[src/rtl/freq_meter_pkg.sv]
// Shared types and defaults for the reciprocal frequency-meter sequencer.
// The autorange thresholds only take effect when FREQ_AUTORANGE_EN is defined.
package freq_meter_pkg;

  localparam int CNT_W_DEF  = 48;
  localparam int FREQ_W_DEF = 32;

  localparam int unsigned AR_LONG_BELOW  = 1000;
  localparam int unsigned AR_NORMAL_FROM = 4000;

  typedef enum logic [2:0] {
    ST_IDLE,
    ST_PREP,
    ST_GATE,
    ST_WAIT_CNT,
    ST_DIVIDE
  } meas_state_e;

  function automatic logic want_long_gate(input logic [63:0] cnt_test);
    return cnt_test < 64'(AR_LONG_BELOW);
  endfunction

  function automatic logic want_normal_gate(input logic [63:0] cnt_test);
    return cnt_test >= 64'(AR_NORMAL_FROM);
  endfunction

endpackage

[src/rtl/freq_div_seq.sv]
// Restoring unsigned divider: one quotient bit per cycle, NUM_W cycles per divide.
// done pulses together with the final quotient bit; ovf flags a quotient wider than Q_W.
module freq_div_seq #(
  parameter int NUM_W = 80,
  parameter int DEN_W = 48,
  parameter int Q_W   = 32
) (
  input  logic             clk,
  input  logic             rst_n,
  input  logic             start,
  input  logic [NUM_W-1:0] numerator,
  input  logic [DEN_W-1:0] divisor,
  output logic             busy,
  output logic             done,
  output logic [Q_W-1:0]   quotient,
  output logic             ovf
);

  localparam int CNT_BITS = $clog2(NUM_W + 1);

  logic [DEN_W-1:0]    rem_q, rem_d;
  logic [DEN_W-1:0]    den_q, den_d;
  logic [NUM_W-1:0]    quo_q, quo_d;
  logic [CNT_BITS-1:0] cnt_q, cnt_d;
  logic                busy_q, busy_d;
  logic                done_q, done_d;
  logic [DEN_W:0]      trial;
  logic [DEN_W-1:0]    diff;
  logic                q_bit;

  // quo_q starts as the numerator and shifts quotient bits in from the right.
  always_comb begin
    // NOTE: every variable gets a default first so no path leaves it unassigned (no latch).
    trial  = {rem_q, quo_q[NUM_W-1]};
    q_bit  = (trial >= {1'b0, den_q});
    diff   = trial[DEN_W-1:0] - den_q;
    rem_d  = rem_q;
    den_d  = den_q;
    quo_d  = quo_q;
    cnt_d  = cnt_q;
    busy_d = busy_q;
    done_d = 1'b0;
    if (start) begin
      rem_d  = '0;
      den_d  = divisor;
      quo_d  = numerator;
      cnt_d  = CNT_BITS'(NUM_W);
      busy_d = 1'b1;
    end else if (busy_q) begin
      rem_d = q_bit ? diff : trial[DEN_W-1:0];
      quo_d = {quo_q[NUM_W-2:0], q_bit};
      cnt_d = cnt_q - CNT_BITS'(1);
      if (cnt_q == CNT_BITS'(1)) begin
        busy_d = 1'b0;
        done_d = 1'b1;
      end
    end
  end

  // NOTE: datapath registers are reset as well, so a reset mid-divide leaves nothing stale.
  always_ff @(posedge clk or negedge rst_n) begin
    if (!rst_n) begin
      rem_q  <= '0;
      den_q  <= '0;
      quo_q  <= '0;
      cnt_q  <= '0;
      busy_q <= 1'b0;
      done_q <= 1'b0;
    end else begin
      // NOTE: non-blocking assignments so every flop samples pre-edge values.
      rem_q  <= rem_d;
      den_q  <= den_d;
      quo_q  <= quo_d;
      cnt_q  <= cnt_d;
      busy_q <= busy_d;
      done_q <= done_d;
    end
  end

  assign busy     = busy_q;
  assign done     = done_q;
  assign quotient = quo_q[Q_W-1:0];
  assign ovf      = |quo_q[NUM_W-1:Q_W];

endmodule

[src/rtl/freq_meas_ctrl.sv]
// Reciprocal frequency-meter sequencer: gate generation, count capture, sequential divide.
// Define FREQ_AUTORANGE_EN to switch between a normal and a 4x gate based on the last count.
module freq_meas_ctrl
  import freq_meter_pkg::*;
#(
  parameter int unsigned CLK_HZ   = 48_000_000,
  parameter int unsigned PREP_CYC = 12_000_000,
  parameter int unsigned GATE_CYC = 48_000_000,
  parameter int unsigned WAIT_MAX = 1_000_000,
  parameter int          CNT_W    = CNT_W_DEF,
  parameter int          FREQ_W   = FREQ_W_DEF
) (
  input  logic              sys_clk,
  input  logic              sys_rst_n,
  input  logic              run,
  output logic              gate_s,
  input  logic              cnt_valid,
  input  logic [CNT_W-1:0]  cnt_test,
  input  logic [CNT_W-1:0]  cnt_stand,
  output logic [FREQ_W-1:0] freq,
  output logic              freq_valid,
  output logic              busy,
  output logic              err
);

  localparam int NUM_W = CNT_W + 32;

  meas_state_e       state_q, state_d;
  logic [31:0]       cnt_q, cnt_d;
  logic              gate_q, gate_d;
  logic              fv_q, fv_d;
  logic              err_q, err_d;
  logic              busy_q, busy_d;
  logic              zero_q, zero_d;
  logic [FREQ_W-1:0] freq_q, freq_d;
  logic [31:0]       gate_len;
  logic              enter_prep;
  logic              div_start, div_busy, div_done, div_ovf;
  logic [FREQ_W-1:0] div_quot;
  logic [NUM_W-1:0]  numerator;

  // Multiply before divide keeps full resolution of the reciprocal result.
  assign numerator = NUM_W'(cnt_test) * NUM_W'(CLK_HZ);

`ifdef FREQ_AUTORANGE_EN
  logic long_q, long_d, seen_q, seen_d, last_lo_q, last_lo_d, last_hi_q, last_hi_d;
  assign gate_len = long_q ? 32'(4 * GATE_CYC) : 32'(GATE_CYC);
`else
  assign gate_len = 32'(GATE_CYC);
`endif

  always_comb begin
    state_d    = state_q;
    cnt_d      = cnt_q + 32'd1;
    gate_d     = 1'b0;
    fv_d       = 1'b0;
    err_d      = 1'b0;
    zero_d     = zero_q;
    freq_d     = freq_q;
    div_start  = 1'b0;
    enter_prep = 1'b0;
`ifdef FREQ_AUTORANGE_EN
    seen_d    = seen_q;
    last_lo_d = last_lo_q;
    last_hi_d = last_hi_q;
`endif
    unique case (state_q)
      ST_IDLE: begin
        cnt_d      = '0;
        enter_prep = run;
      end
      ST_PREP: begin
        if (cnt_q == 32'(PREP_CYC - 1)) begin
          state_d = ST_GATE;
          cnt_d   = '0;
          gate_d  = 1'b1;
        end
      end
      ST_GATE: begin
        if (cnt_q == gate_len - 32'd1) begin
          state_d = ST_WAIT_CNT;
          cnt_d   = '0;
        end else begin
          gate_d = 1'b1;
        end
      end
      ST_WAIT_CNT: begin
        if (cnt_valid && !div_busy) begin
          state_d   = ST_DIVIDE;
          zero_d    = (cnt_stand == '0);
          div_start = (cnt_stand != '0);
`ifdef FREQ_AUTORANGE_EN
          seen_d    = 1'b1;
          last_lo_d = want_long_gate(64'(cnt_test));
          last_hi_d = want_normal_gate(64'(cnt_test));
`endif
        end else if (cnt_q == 32'(WAIT_MAX - 1)) begin
          err_d      = 1'b1;
          state_d    = ST_IDLE;
          enter_prep = run;
        end
      end
      ST_DIVIDE: begin
        if (zero_q || div_done) begin
          fv_d       = 1'b1;
          err_d      = zero_q | div_ovf;
          state_d    = ST_IDLE;
          enter_prep = run;
          if (zero_q)       freq_d = '0;
          else if (div_ovf) freq_d = '1;
          else              freq_d = div_quot;
        end
      end
      default: state_d = ST_IDLE;
    endcase
    if (enter_prep) begin
      state_d = ST_PREP;
      cnt_d   = '0;
    end
    busy_d = (state_d != ST_IDLE);
`ifdef FREQ_AUTORANGE_EN
    long_d = long_q;
    if (enter_prep && seen_q) begin
      if (last_lo_q)      long_d = 1'b1;
      else if (last_hi_q) long_d = 1'b0;
    end
`endif
  end

  always_ff @(posedge sys_clk or negedge sys_rst_n) begin
    if (!sys_rst_n) begin
      state_q <= ST_IDLE;
      cnt_q   <= '0;
      gate_q  <= 1'b0;
      fv_q    <= 1'b0;
      err_q   <= 1'b0;
      busy_q  <= 1'b0;
      zero_q  <= 1'b0;
      freq_q  <= '0;
`ifdef FREQ_AUTORANGE_EN
      long_q    <= 1'b0;
      seen_q    <= 1'b0;
      last_lo_q <= 1'b0;
      last_hi_q <= 1'b0;
`endif
    end else begin
      state_q <= state_d;
      cnt_q   <= cnt_d;
      gate_q  <= gate_d;
      fv_q    <= fv_d;
      err_q   <= err_d;
      busy_q  <= busy_d;
      zero_q  <= zero_d;
      freq_q  <= freq_d;
`ifdef FREQ_AUTORANGE_EN
      long_q    <= long_d;
      seen_q    <= seen_d;
      last_lo_q <= last_lo_d;
      last_hi_q <= last_hi_d;
`endif
    end
  end

  freq_div_seq #(
    .NUM_W (NUM_W),
    .DEN_W (CNT_W),
    .Q_W   (FREQ_W)
  ) u_div (
    .clk       (sys_clk),
    .rst_n     (sys_rst_n),
    .start     (div_start),
    .numerator (numerator),
    .divisor   (cnt_stand),
    .busy      (div_busy),
    .done      (div_done),
    .quotient  (div_quot),
    .ovf       (div_ovf)
  );

  assign gate_s     = gate_q;
  assign freq       = freq_q;
  assign freq_valid = fv_q;
  assign busy       = busy_q;
  assign err        = err_q;

endmodule

[config.mk]
export PLATFORM = sky130hd
export DESIGN_NAME = freq_meas_ctrl
export DESIGN_NICKNAME = d
export VERILOG_FILES = /design/src/rtl/freq_meter_pkg.sv /design/src/rtl/freq_div_seq.sv /design/src/rtl/freq_meas_ctrl.sv
export SDC_FILE = /design/constraint.sdc
export NUM_CORES = 2
export LEC_CHECK = 0
export ABC_AREA = 1
export BUFFER_PORTS_ARGS = -buffer_cell sky130_fd_sc_hd__buf_2
export CAP_MARGIN = 10
export CORE_MARGIN = 3
export CORE_UTILIZATION = 25
export CTS_BUF_LIST = sky130_fd_sc_hd__clkbuf_8
export DETAILED_ROUTE_END_ITERATION = 8
export SYNTH_ARGS = -nofsm -noshare
export SYNTH_HDL_FRONTEND = slang
export SYNTH_HIERARCHICAL = 1
export SYNTH_SLANG_ARGS = --single-unit
export TNS_END_PERCENT = 50
[constraint.sdc]
create_clock -name sys_clk -period 1.92 [get_ports sys_clk]
set_input_delay 0.384 -clock sys_clk [delete_from_list [all_inputs] [get_ports sys_clk]]
set_output_delay 0.384 -clock sys_clk [all_outputs]
set_load 0.01 [all_outputs]
==> results.py <==
metrics = {
    "timing": {
        "setup_viol": 136,
        "post-route-min-period_ns": 4.51,
        "tns_ns": -152.05,
        "finalCritPeriodShare": 2.35,
        "fin_ws_ns": -2.59,
        "drv_slew": 0,
        "hold_viol": 0,
        "timing.fmax_mhz": 222,
        "timing.slew.headroom": 0.616,
        "tightest_slew_ns": 0.575,
        "finClkSkew_ns": 0.0273,
        "grt_setup_unrepaired": "true",
    },
    "global_routing": {
        "grt_overflow": 0,
        "grtUsageMet3": 0.0168,
        "grt_pass1_vias": 33898,
        "grt_max_degree": 113,
        "met1_usage": 0.234,
        "grt_pass1_wl_um": 186000,
        "grt_most_used_layer": "met2",
        "antenna_found_initial": 1,
        "met2_usage": 0.272,
        "grtUsageTotal": 0.166,
    },
    "setup_path": {
        "crit_path_max_fanout": 5,
        "endpoint_kind": "flip-flop",
        "slowest_stage": "fa_2",
        "cp-start-kind": "input pin",
        "crit_chain": "buf_12, buf_12, ha_4, fa_1, fa_2, fa_2, fa_1, inv_2, fa_1, inv_2, ha_4, nand2_4, nor2_4, inv_2, nor3_4, nand2_2, nand2_4, buf_12, xor2_4, nand2_1, o221ai_1",
        "r2r_cells": 15,
        "crit_type": "input pin to flip-flop",
        "worst_ep_arrival_time_ns": 5.05,
        "critPathRequiredTime_ns": 2.47,
        "cpPeakStageDelay_ns": 0.57,
    },
    "die": {
        "rows": 134,
        "core_area_sq_mm": 0.134,
        "start_util": 0.253,
        "io_pins": 136,
        "die_w_um": 375,
        "die_y_um": 375,
        "dieArea_sq_mm": 0.140,
    },
    "synthesis": {
        "synth_area_leader_cell": "fa_1",
        "ys_ff_latch": 257,
        "synth.cell_area_sq_mm": 0.0340,
        "synth_top_area_share": 0.201,
        "yosysUniqueCellTypes": 45,
        "synthCells": 4787,
        "ys_seq_area_frac": 0.189,
        "synth-main-ff-cell": "dfrtp_1",
        "synth_warnings": 6,
        "synth.area.top_cells": "fa_1 (20%), dfrtp_1 (19%), nand2_1 (15%), inv_1 (14%), ha_1 (12%)",
        "async_flop_share": 1.00,
        "synth_edf_count": 0,
        "syn_area_per_cell_sq_um": 7.10,
    },
    "final_layout": {
        "fin_nets": 6536,
        "fillers": 13592,
        "area_growth_pct": 53.7,
        "layout-drive-gt1-share": 0.414,
    },
    "detailed_routing": {
        "first_pass_iters": 6,
        "dr_total_vias": 32966,
        "routed_wirelength_um": 120000,
        "wl_per_cell_um": 15.8,
        "ant_nets": 0,
        "dr.first_iter.drc_count": 1767,
        "vias_per_cell": 4.35,
        "drc": 0,
    },
    "clock_tree": {
        "cts.sink_count": 257,
        "clk_latency_ns": 0.63,
        "cts_tree": "built",
        "cts_buffers": 46,
        "clk_pin_slew_ns": 0.08,
        "clockBufferDepth": 3,
        "root_buffer": "clkbuf_8",
        "cts_max_level": 2,
    },
    "run_status": {
        "violations": "negative setup slack",
        "outcome": "finished, violations left",
    },
    "worst_hold_path": {
        "hold_path_class": "input pin to flip-flop",
        "hold_depth": 4,
    },
    "placed_design": {
        "hpwlAfterDp_um": 96500,
        "port_buffers": 135,
        "gp_congestion": 0.953,
    },
    "flow_run": {
        "drv_cap": 0,
    },
}
sequential cells by signal (all words and copies together) (netlist names), 3 cells and up:
signal       flops
cnt_q           32
freq            32
state_q          3
u_div/cnt_q      7
u_div/den_q     48
u_div/quo_q     80
u_div/rem_q     48
area by class of cell:
cell class,instances,area [sq um],area share
flip-flops and latches,257,6430,0.123
clock buffers,58,798,0.0153
repair buffers,1038,8910,0.171
diodes,1,2.50,0.0000479
clock inverters,25,179,0.00343
multi-input cells,3146,28800,0.551
inverters,1291,4910,0.0940
well taps,1768,2210,0.0424
cells by family (layout without fill, tap and decap cells):
group,count (synthesis),after routing,share of synthesized area
compound gates,348,348,0.0628
simple gates,2029,2030,0.246
buf+inv,1400,2412,0.160
fa+ha+maj,656,656,0.317
flops,257,257,0.189
xor+xnor,96,96,0.0248
other cells,1,17,0.000110
per-stage QoR:
step / instances / utilization / hold WS (ns) / cell area, sq um / setup slack [ns]
after floorplan: 4802 / - / 0.0884 / 36200 / -2.66
after global placement: 7343 / 0.331 / 0.316 / 44400 / -3.65
after detailed placement: 7343 / 0.331 / 0.316 / 44400 / -3.60
after CTS: 7518 / 0.369 / 0.00150 / 49400 / -2.57
after global routing: 7584 / 0.389 / 0.0498 / 52200 / -2.72
final: 7584 / 0.389 / 0.0605 / 52200 / -2.59
final timing paths:
kind	slack, ns	to	start
min in group asynchronous	0.25	cnt_q[13]$_DFF_PN0_	sys_rst_n
hold / removal	0.06	u_div/den_q[35]$_DFFE_PN0P_	cnt_stand[35]
max in group asynchronous	0.96	cnt_q[6]$_DFF_PN0_	sys_rst_n
hold reg to reg	0.48	freq[3]$_DFFE_PN0P_	freq[3]$_DFFE_PN0P_
setup / recovery	-2.59	u_div/quo_q[40]$_DFFE_PN0P_	cnt_test[17]
setup reg to reg	-0.39	u_div/rem_q[36]$_DFFE_PN0P_	u_div/rem_q[24]$_DFFE_PN0P_
cells in the final DEF, fill, tap and decap left out, drive strengths merged, types with 42 or more instances in the layout:
cell type     n
buf        1030
a21oi        85
o221ai       77
nand3       198
clkbuf       64
nor2        294
fa          341
xor2         71
inv        1299
o21ai       151
nor3         42
dfrtp       257
ha          315
nand4        47
nand2      1401
critical path, delay by kind of cell:
kind,cells,cell delay [ns]
simple gates,6,0.79
xor+xnor,1,0.18
buf+inv,6,0.53
fa+ha+maj,7,3.07
compound gates,1,0.08
routing by layer:
metal	part of all wire	vias to the layer above
li1	-	16314
met1	0.47	15839
met2	0.46	662
met3	0.039	151
met4	0.024	0
met5	0	-
synthesized netlist by cell type, types with 3 or more instances:
library cell,number
o221ai_1,77
dfrtp_1,257
nor4_1,18
a21o_1,3
o21bai_1,19
o311ai_0,6
inv_1,1264
inv_2,26
nand4_1,47
buf_4,35
buf_2,12
ha_1,315
clkbuf_1,55
nand3b_1,23
xnor2_1,25
nand3_1,193
nand3_2,3
nand2_2,6
a21oi_1,83
nand2_1,1390
and2_1,4
nor3_1,41
o21ai_0,151
fa_1,341
nor2_1,274
nand2_4,4
o21a_1,3
buf_1,3
nor2_2,18
xor2_1,71
timing repair:
action | 4_1_cts | 5_1_grt
pin swaps | 327 | 357
cloned | 11 | 7
hold endpoints to repair | 97 | 0
setup buffers | 83 | 68
resized for setup | 775 | 580
endpoints found under the setup margin | 199 | 238
hold buffers | 2 | 0
Power is not shown: default switching activity piles up to over one toggle a cycle in this logic, so the estimate is an artifact.
